## src/rtl/proc_sequencer_pkg.sv

```systemverilog
// rtl/proc_sequencer_pkg.sv - shared state encodings and opcode/funct constants
package prj_definition;

    typedef enum logic [2:0] {
        PROC_IDLE   = 3'd0,
        PROC_FETCH  = 3'd1,
        PROC_DECODE = 3'd2,
        PROC_EXE    = 3'd3,
        PROC_MEM    = 3'd4,
        PROC_WB     = 3'd5
    } proc_state_e;

    localparam logic [5:0] OP_RTYPE = 6'h00;
    localparam logic [5:0] OP_J     = 6'h02;
    localparam logic [5:0] OP_JAL   = 6'h03;
    localparam logic [5:0] OP_BEQ   = 6'h04;
    localparam logic [5:0] OP_BNE   = 6'h05;
    localparam logic [5:0] OP_ADDI  = 6'h08;
    localparam logic [5:0] OP_SLTI  = 6'h0a;
    localparam logic [5:0] OP_ANDI  = 6'h0c;
    localparam logic [5:0] OP_ORI   = 6'h0d;
    localparam logic [5:0] OP_LUI   = 6'h0f;
    localparam logic [5:0] OP_PUSH  = 6'h1b;
    localparam logic [5:0] OP_POP   = 6'h1c;
    localparam logic [5:0] OP_MULI  = 6'h1d;
    localparam logic [5:0] OP_LW    = 6'h23;
    localparam logic [5:0] OP_SW    = 6'h2b;

    localparam logic [5:0] FN_JR    = 6'h08;

endpackage

```

## src/rtl/proc_insn_class.sv

```systemverilog
// rtl/proc_insn_class.sv - classifies opcode/funct into memory and write-back properties
module proc_insn_class
    import prj_definition::*;
(
    input  logic [5:0] opcode,
    input  logic [5:0] funct,
    output logic       needs_mem,
    output logic       is_load,
    output logic       is_store,
    output logic       writes_rf
);

    // Pure decode of the latched instruction; unknown opcodes neither touch memory nor write back
    always_comb begin
        is_load   = (opcode == OP_LW) || (opcode == OP_POP);
        is_store  = (opcode == OP_SW) || (opcode == OP_PUSH);
        needs_mem = is_load || is_store;
        writes_rf = 1'b0;
        case (opcode)
            OP_RTYPE: writes_rf = (funct != FN_JR);
            OP_LW, OP_POP, OP_JAL, OP_ADDI, OP_MULI,
            OP_ANDI, OP_ORI, OP_SLTI, OP_LUI: writes_rf = 1'b1;
            default:  writes_rf = 1'b0;
        endcase
    end

endmodule

```

## src/rtl/proc_sequencer.sv

```systemverilog
// rtl/proc_sequencer.sv - FETCH/DECODE/EXE/MEM/WB sequencer; optional memory timeout via PROC_SEQ_MEM_TIMEOUT_EN
module proc_sequencer
    import prj_definition::*;
#(
    parameter int DATA_W      = 32,
    parameter int CNT_W       = 32,
    parameter int SKIP_MEM    = 1,
    parameter int TIMEOUT_CYC = 255
) (
    input  logic              CLK,
    input  logic              RST,
    input  logic [DATA_W-1:0] INSTRUCTION,
    input  logic              MEM_ACK,
    input  logic              HALT,
    output logic [2:0]        STATE,
    output logic              MEM_READ,
    output logic              MEM_WRITE,
    output logic              IR_LOAD,
    output logic              PC_LOAD,
    output logic              RF_WRITE,
    output logic [CNT_W-1:0]  INSN_COUNT,
    output logic [CNT_W-1:0]  STALL_COUNT,
    output logic              MEM_ERR
);

    proc_state_e      state_q;
    proc_state_e      state_d;
    logic [5:0]       opcode_q;
    logic [5:0]       funct_q;
    logic             needs_mem;
    logic             is_load;
    logic             is_store;
    logic             writes_rf;
    logic             wait_cyc;
    logic             timeout;
    logic [CNT_W-1:0] insn_cnt_q;
    logic [CNT_W-1:0] stall_cnt_q;
    logic             unused_insn_bits;

    // Only opcode and funct fields steer the sequence; the operand fields belong to the datapath
    assign unused_insn_bits = ^INSTRUCTION[DATA_W-7:6];

    proc_insn_class u_insn_class (
        .opcode    (opcode_q),
        .funct     (funct_q),
        .needs_mem (needs_mem),
        .is_load   (is_load),
        .is_store  (is_store),
        .writes_rf (writes_rf)
    );

    // Strobes depend only on the current state, the latched opcode and the live ACK
    always_comb begin
        MEM_READ  = (state_q == PROC_FETCH) || ((state_q == PROC_MEM) && is_load);
        MEM_WRITE = (state_q == PROC_MEM) && is_store;
        IR_LOAD   = (state_q == PROC_FETCH) && MEM_ACK;
        PC_LOAD   = (state_q == PROC_WB);
        RF_WRITE  = (state_q == PROC_WB) && writes_rf;
    end

    // A wait cycle is any cycle with an outstanding request that memory did not complete
    assign wait_cyc = (MEM_READ || MEM_WRITE) && !MEM_ACK;

`ifdef PROC_SEQ_MEM_TIMEOUT_EN
    localparam int WAIT_W = (TIMEOUT_CYC > 1) ? $clog2(TIMEOUT_CYC) : 1;

    logic [WAIT_W-1:0] wait_cnt_q;
    logic              mem_err_q;

    // The TIMEOUT_CYC-th consecutive wait cycle of one request aborts the instruction
    assign timeout = wait_cyc && (wait_cnt_q == WAIT_W'(TIMEOUT_CYC - 1));

    // Counts consecutive waits; restarts whenever the request completes or the state moves on
    always_ff @(posedge CLK) begin
        if (!RST) begin
            wait_cnt_q <= '0;
        end else if (!wait_cyc || (state_d != state_q)) begin
            wait_cnt_q <= '0;
        end else begin
            wait_cnt_q <= wait_cnt_q + 1'b1;
        end
    end

    // Error flag stays set until reset so software can see that an access was abandoned
    always_ff @(posedge CLK) begin
        if (!RST) begin
            mem_err_q <= 1'b0;
        end else if (timeout) begin
            mem_err_q <= 1'b1;
        end
    end

    assign MEM_ERR = mem_err_q;
`else
    logic unused_timeout_cfg;

    assign unused_timeout_cfg = (TIMEOUT_CYC != 0);
    assign timeout            = 1'b0;
    assign MEM_ERR            = 1'b0;
`endif

    // Next-state selection; a timeout overrides whatever the current state would do
    always_comb begin
        state_d = state_q;
        case (state_q)
            PROC_IDLE:   if (!HALT) state_d = PROC_FETCH;
            PROC_FETCH:  if (MEM_ACK) state_d = PROC_DECODE;
            PROC_DECODE: state_d = PROC_EXE;
            PROC_EXE:    state_d = (needs_mem || (SKIP_MEM == 0)) ? PROC_MEM : PROC_WB;
            PROC_MEM:    if (!needs_mem || MEM_ACK) state_d = PROC_WB;
            PROC_WB:     state_d = HALT ? PROC_IDLE : PROC_FETCH;
            default:     state_d = PROC_IDLE;
        endcase
        if (timeout) begin
            state_d = PROC_IDLE;
        end
    end

    // State register
    always_ff @(posedge CLK) begin
        if (!RST) begin
            state_q <= PROC_IDLE;
        end else begin
            state_q <= state_d;
        end
    end

    // Opcode and funct are captured on the same edge the datapath latches the instruction
    always_ff @(posedge CLK) begin
        if (!RST) begin
            opcode_q <= '0;
            funct_q  <= '0;
        end else if (IR_LOAD) begin
            opcode_q <= INSTRUCTION[DATA_W-1 -: 6];
            funct_q  <= INSTRUCTION[5:0];
        end
    end

    // Retire counter wraps; stall counter sticks at all-ones rather than wrapping to a misleading value
    always_ff @(posedge CLK) begin
        if (!RST) begin
            insn_cnt_q  <= '0;
            stall_cnt_q <= '0;
        end else begin
            if (state_q == PROC_WB) begin
                insn_cnt_q <= insn_cnt_q + 1'b1;
            end
            if (wait_cyc && (stall_cnt_q != '1)) begin
                stall_cnt_q <= stall_cnt_q + 1'b1;
            end
        end
    end

    assign STATE       = state_q;
    assign INSN_COUNT  = insn_cnt_q;
    assign STALL_COUNT = stall_cnt_q;

endmodule

```

## config.mk

```make
export PLATFORM = sky130hd
export DESIGN_NAME = proc_sequencer
export DESIGN_NICKNAME = d
export VERILOG_FILES = /design/src/rtl/proc_sequencer_pkg.sv /design/src/rtl/proc_insn_class.sv /design/src/rtl/proc_sequencer.sv
export SDC_FILE = /design/constraint.sdc
export NUM_CORES = 1
export LEC_CHECK = 0
export CORE_MARGIN = 10
export CORE_UTILIZATION = 47
export DETAILED_ROUTE_END_ITERATION = 8
export GPL_ROUTABILITY_DRIVEN = 0
export GPL_TIMING_DRIVEN = 0
export PLACE_DENSITY = 0.86
export SYNTH_ARGS = -nofsm -noshare
export SYNTH_HDL_FRONTEND = slang
export SYNTH_SLANG_ARGS = --single-unit
```

## constraint.sdc

```tcl
create_clock -name CLK -period 3.1 [get_ports CLK]
set_input_delay 0.31 -clock CLK [delete_from_list [all_inputs] [get_ports CLK]]
set_output_delay 0.31 -clock CLK [all_outputs]
set_load 0.005 [all_outputs]
```

==> out/metrics.yaml <==
run_status:
  outcome: "complete, no violations"
worst_setup_path:
  cp.required_ps: 2790
  r2r-end: "STALL_COUNT[9]$_SDFFE_PN0P_"
  critPathMaxStageDelay_ps: 580
  r2r_start: "STALL_COUNT[25]$_SDFFE_PN0P_"
  endpoint_kind: "output pin"
  path_cells: "buf_2 -> nor2b_1 -> nand2_1 -> inv_1 -> clkbuf_1 -> clkdlybuf4s50_1"
  ff2ff_path_depth: 7
  path_class: "reg -> out"
  crit_path_max_fanout: 10
  cp.arrival_ps: 2420
  worst_path_dominant_cell_family: "buffers and inverters"
  cp-start-kind: "register"
  r2r_slack_ps: 390
  cp.buffers_inverters: 4
  cpMaxStageDelayCell: "clkdlybuf4s50_1"
global_routing:
  grt_pass1_wl_um: 20100
  antenna_found_initial: 0
  grt_usage: 0.186
  grt_max_degree: 13
  grt-ovfl-total: 0
  grt_pass1_vias: 4074
route:
  route.detailed.drc: 0
  vias: 4213
  via_per_inst: 5.99
  drtPass1Iterations: 5
  drt-initial-drc-count: 344
  ant_nets: 0
  routedWlPerCell_um: 17.2
  routed_wl_um: 12100
logic_synthesis:
  synthXorXnorAreaFrac: 0.0520
  synth-compound-area-share: 0.156
  synth_async_sr_flop_share: 0
  syn_inst: 495
  ys.warnings.count: 0
  synth_area_leaders: "dfxtp_1 (39%), nand2_1 (6.0%), a21oi_1 (5.2%), nand4_1 (4.0%), nor2_1 (3.2%)"
  synthFlopType: "dfxtp_1"
  synth_nets: 533
  ys_types: 58
  synth-seq-cells: 79
  synth_fa_ha_area_frac: 0.00619
  synth_seq_area_share: 0.391
  muxShareOfSynthArea: 0.0223
  synth_commonest_cells: "dfxtp_1 (79), nand2_1 (65), a21oi_1 (42), nor2_1 (34), nand4_1 (26)"
  synth_top_area_frac: 0.391
  postSynthAreaPerCell_um2: 8.17
  synth_edf_count: 0
  yosysMostFrequentCell: "dfxtp_1"
  synth-simple-area-share: 0.334
  netlist_area_mm2: 0.00405
  synth_top_family_by_area: "simple AND/OR/NAND/NOR gates"
  synth_largest_area_cell: "dfxtp_1"
placed_design:
  pre_cts_ws_ps: 500
  dp_hpwl_um: 8860
  io_buffer_count: 87
  placed_cells: 687
cts:
  ctsHtreeMaxLevel: 3
  postCtsSetupRepairBufs: 0
  clkTransAtPathRegs_ps: 70
  clk_latency_ps: 350
  clockBufferDepth: 2
  cts_tree: "yes"
  cts_num_sinks: 79
  cts_buffers: 9
  cts_root_buf: "clkbuf_8"
  cts_resized: 0
  cts_hold_buf: 0
timing:
  fmax_ghz: 0.366
  hold_ws_ps: 464
  finalHoldViolCount: 0
  finalMaxSlewViolations: 0
  finalSetupTns_ps: 0
  rsz0062_at_grt: "false"
  fin_ws_ps: 371
  setup_viol: 0
  post-route-period-util: 0.880
  slew_headroom: 0.488
  max_slew.worst_pin.slew_ps: 761
  fin_crit_ps: 2730
  finClkSkew_ps: 7.84
cells_and_area:
  drive_gt1_frac: 0.0635
  syn2layout_area_growth_pct: 30.8
  diodes: 0
  fin_nets: 631
  instances_no_fill: 703
  postLayoutCoreUtil: 0.637
floorplanning:
  initial_core_util: 0.487
  io_pins: 109
  die_h_um: 113
  die_w_um: 113
  core_area_mm2: 0.00830
  fp-row-count: 33
  dieArea_mm2: 0.0127
pwr:
  peakVddDrop_v: 0.000233
  power_density_mw_per_mm2: 438
  leakagePower_nw: 1.71
min_path:
  holdPathStages: 2
  hold_class: "reg -> reg"
  min_to: "funct_q[5]$_SDFFE_PN0P_"
  hp-start: "funct_q[5]$_SDFFE_PN0P_"
run:
  max_cap_violations: 0
==> routing by layer <==
metal / part of all wire / track usage / routed length [um] / vias up
met5: 0 / 0 / 0 / -
met4: 0.023 / 0.0787 / 279 / 0
met3: 0.066 / 0.0396 / 802 / 30
met2: 0.48 / 0.308 / 5830 / 163
met1: 0.43 / 0.226 / 5190 / 2010
li1: - / - / - / 2010
==> how the worst max path moves through the flow <==
stage / from / to / slack (ps) / depth (start not counted)
floorplan: opcode_q[2]$_SDFFE_PN0P_ / STALL_COUNT[23]$_SDFFE_PN0P_ / 940 / 6
global placement: STALL_COUNT[20]$_SDFFE_PN0P_ / STALL_COUNT[13]$_SDFFE_PN0P_ / 560 / 8
detailed placement: STALL_COUNT[20]$_SDFFE_PN0P_ / STALL_COUNT[17]$_SDFFE_PN0P_ / 500 / 8
CTS: STATE[0]$_SDFFE_PN0P_ / IR_LOAD / 410 / 6
global route: STALL_COUNT[21]$_SDFFE_PN0P_ / STALL_COUNT[9]$_SDFFE_PN0P_ / 150 / 8
finish: STATE[0]$_SDFFE_PN0P_ / IR_LOAD / 370 / 6
==> flip-flops by register name, indices dropped and copies added, names as in the netlist <==
name,count
STALL_COUNT,32
INSN_COUNT,32
opcode_q,6
funct_q,6
STATE,3
==> worst reg2reg max path, delay by kind of cell, from the launching register on <==
| family | cells | cell delay [ps] |
|---|---|---|
| simple gates | 3 | 1130 |
| buf+inv | 2 | 710 |
| flops | 1 | 480 |
| compound gates | 2 | 320 |
==> cells by family after synthesis <==
logic type	Yosys count
buffers and inverters	36
other	1
XOR/XNOR	24
AND/OR/NAND/NOR	245
adder cells (fa/ha/maj)	2
multiplexers	9
AO/OA/AOI/OAI	99
flip-flops	79
==> layout by cell type (no fill, tap or decap), types with 12 or more instances in the layout <==
cell type / count
a21oi_1: 42
nor2_1: 34
dfxtp_1: 79
clkdlybuf4s50_1: 87
nand2b_1: 12
nand2_1: 65
or3_1: 13
clkbuf_1: 19
o21ai_0: 21
nand3_1: 21
nand4_1: 26
clkbuf_8: 13
or4_1: 14
xnor2_1: 13
==> layout make-up <==
cell class	count	area, um^2
Sequential cell	79	1580
Clock inverter	2	60.1
Tap cell	105	131
Multi-Input combinational cell	380	2310
Clock buffer	14	183
Buffer	25	110
Timing Repair Buffer	87	871
Fill cell	715	3010
Inverter	11	41.3
==> where the power goes <==
| group | internal (W) | switching [W] |
|---|---|---|
| logic | 0.000140 | 0.000185 |
| clock network | 0.000543 | 0.000367 |
| registers | 0.00105 | 0.0000362 |
==> metrics by stage <==
stage               area (um^2)  power (W)
floorplan                  4050    0.00129
global placement           5050    0.00141
detailed placement         5050    0.00143
CTS                        5290    0.00232
global route               5290    0.00240
finish                     5290    0.00232
Power figures use the tool's default switching activity.
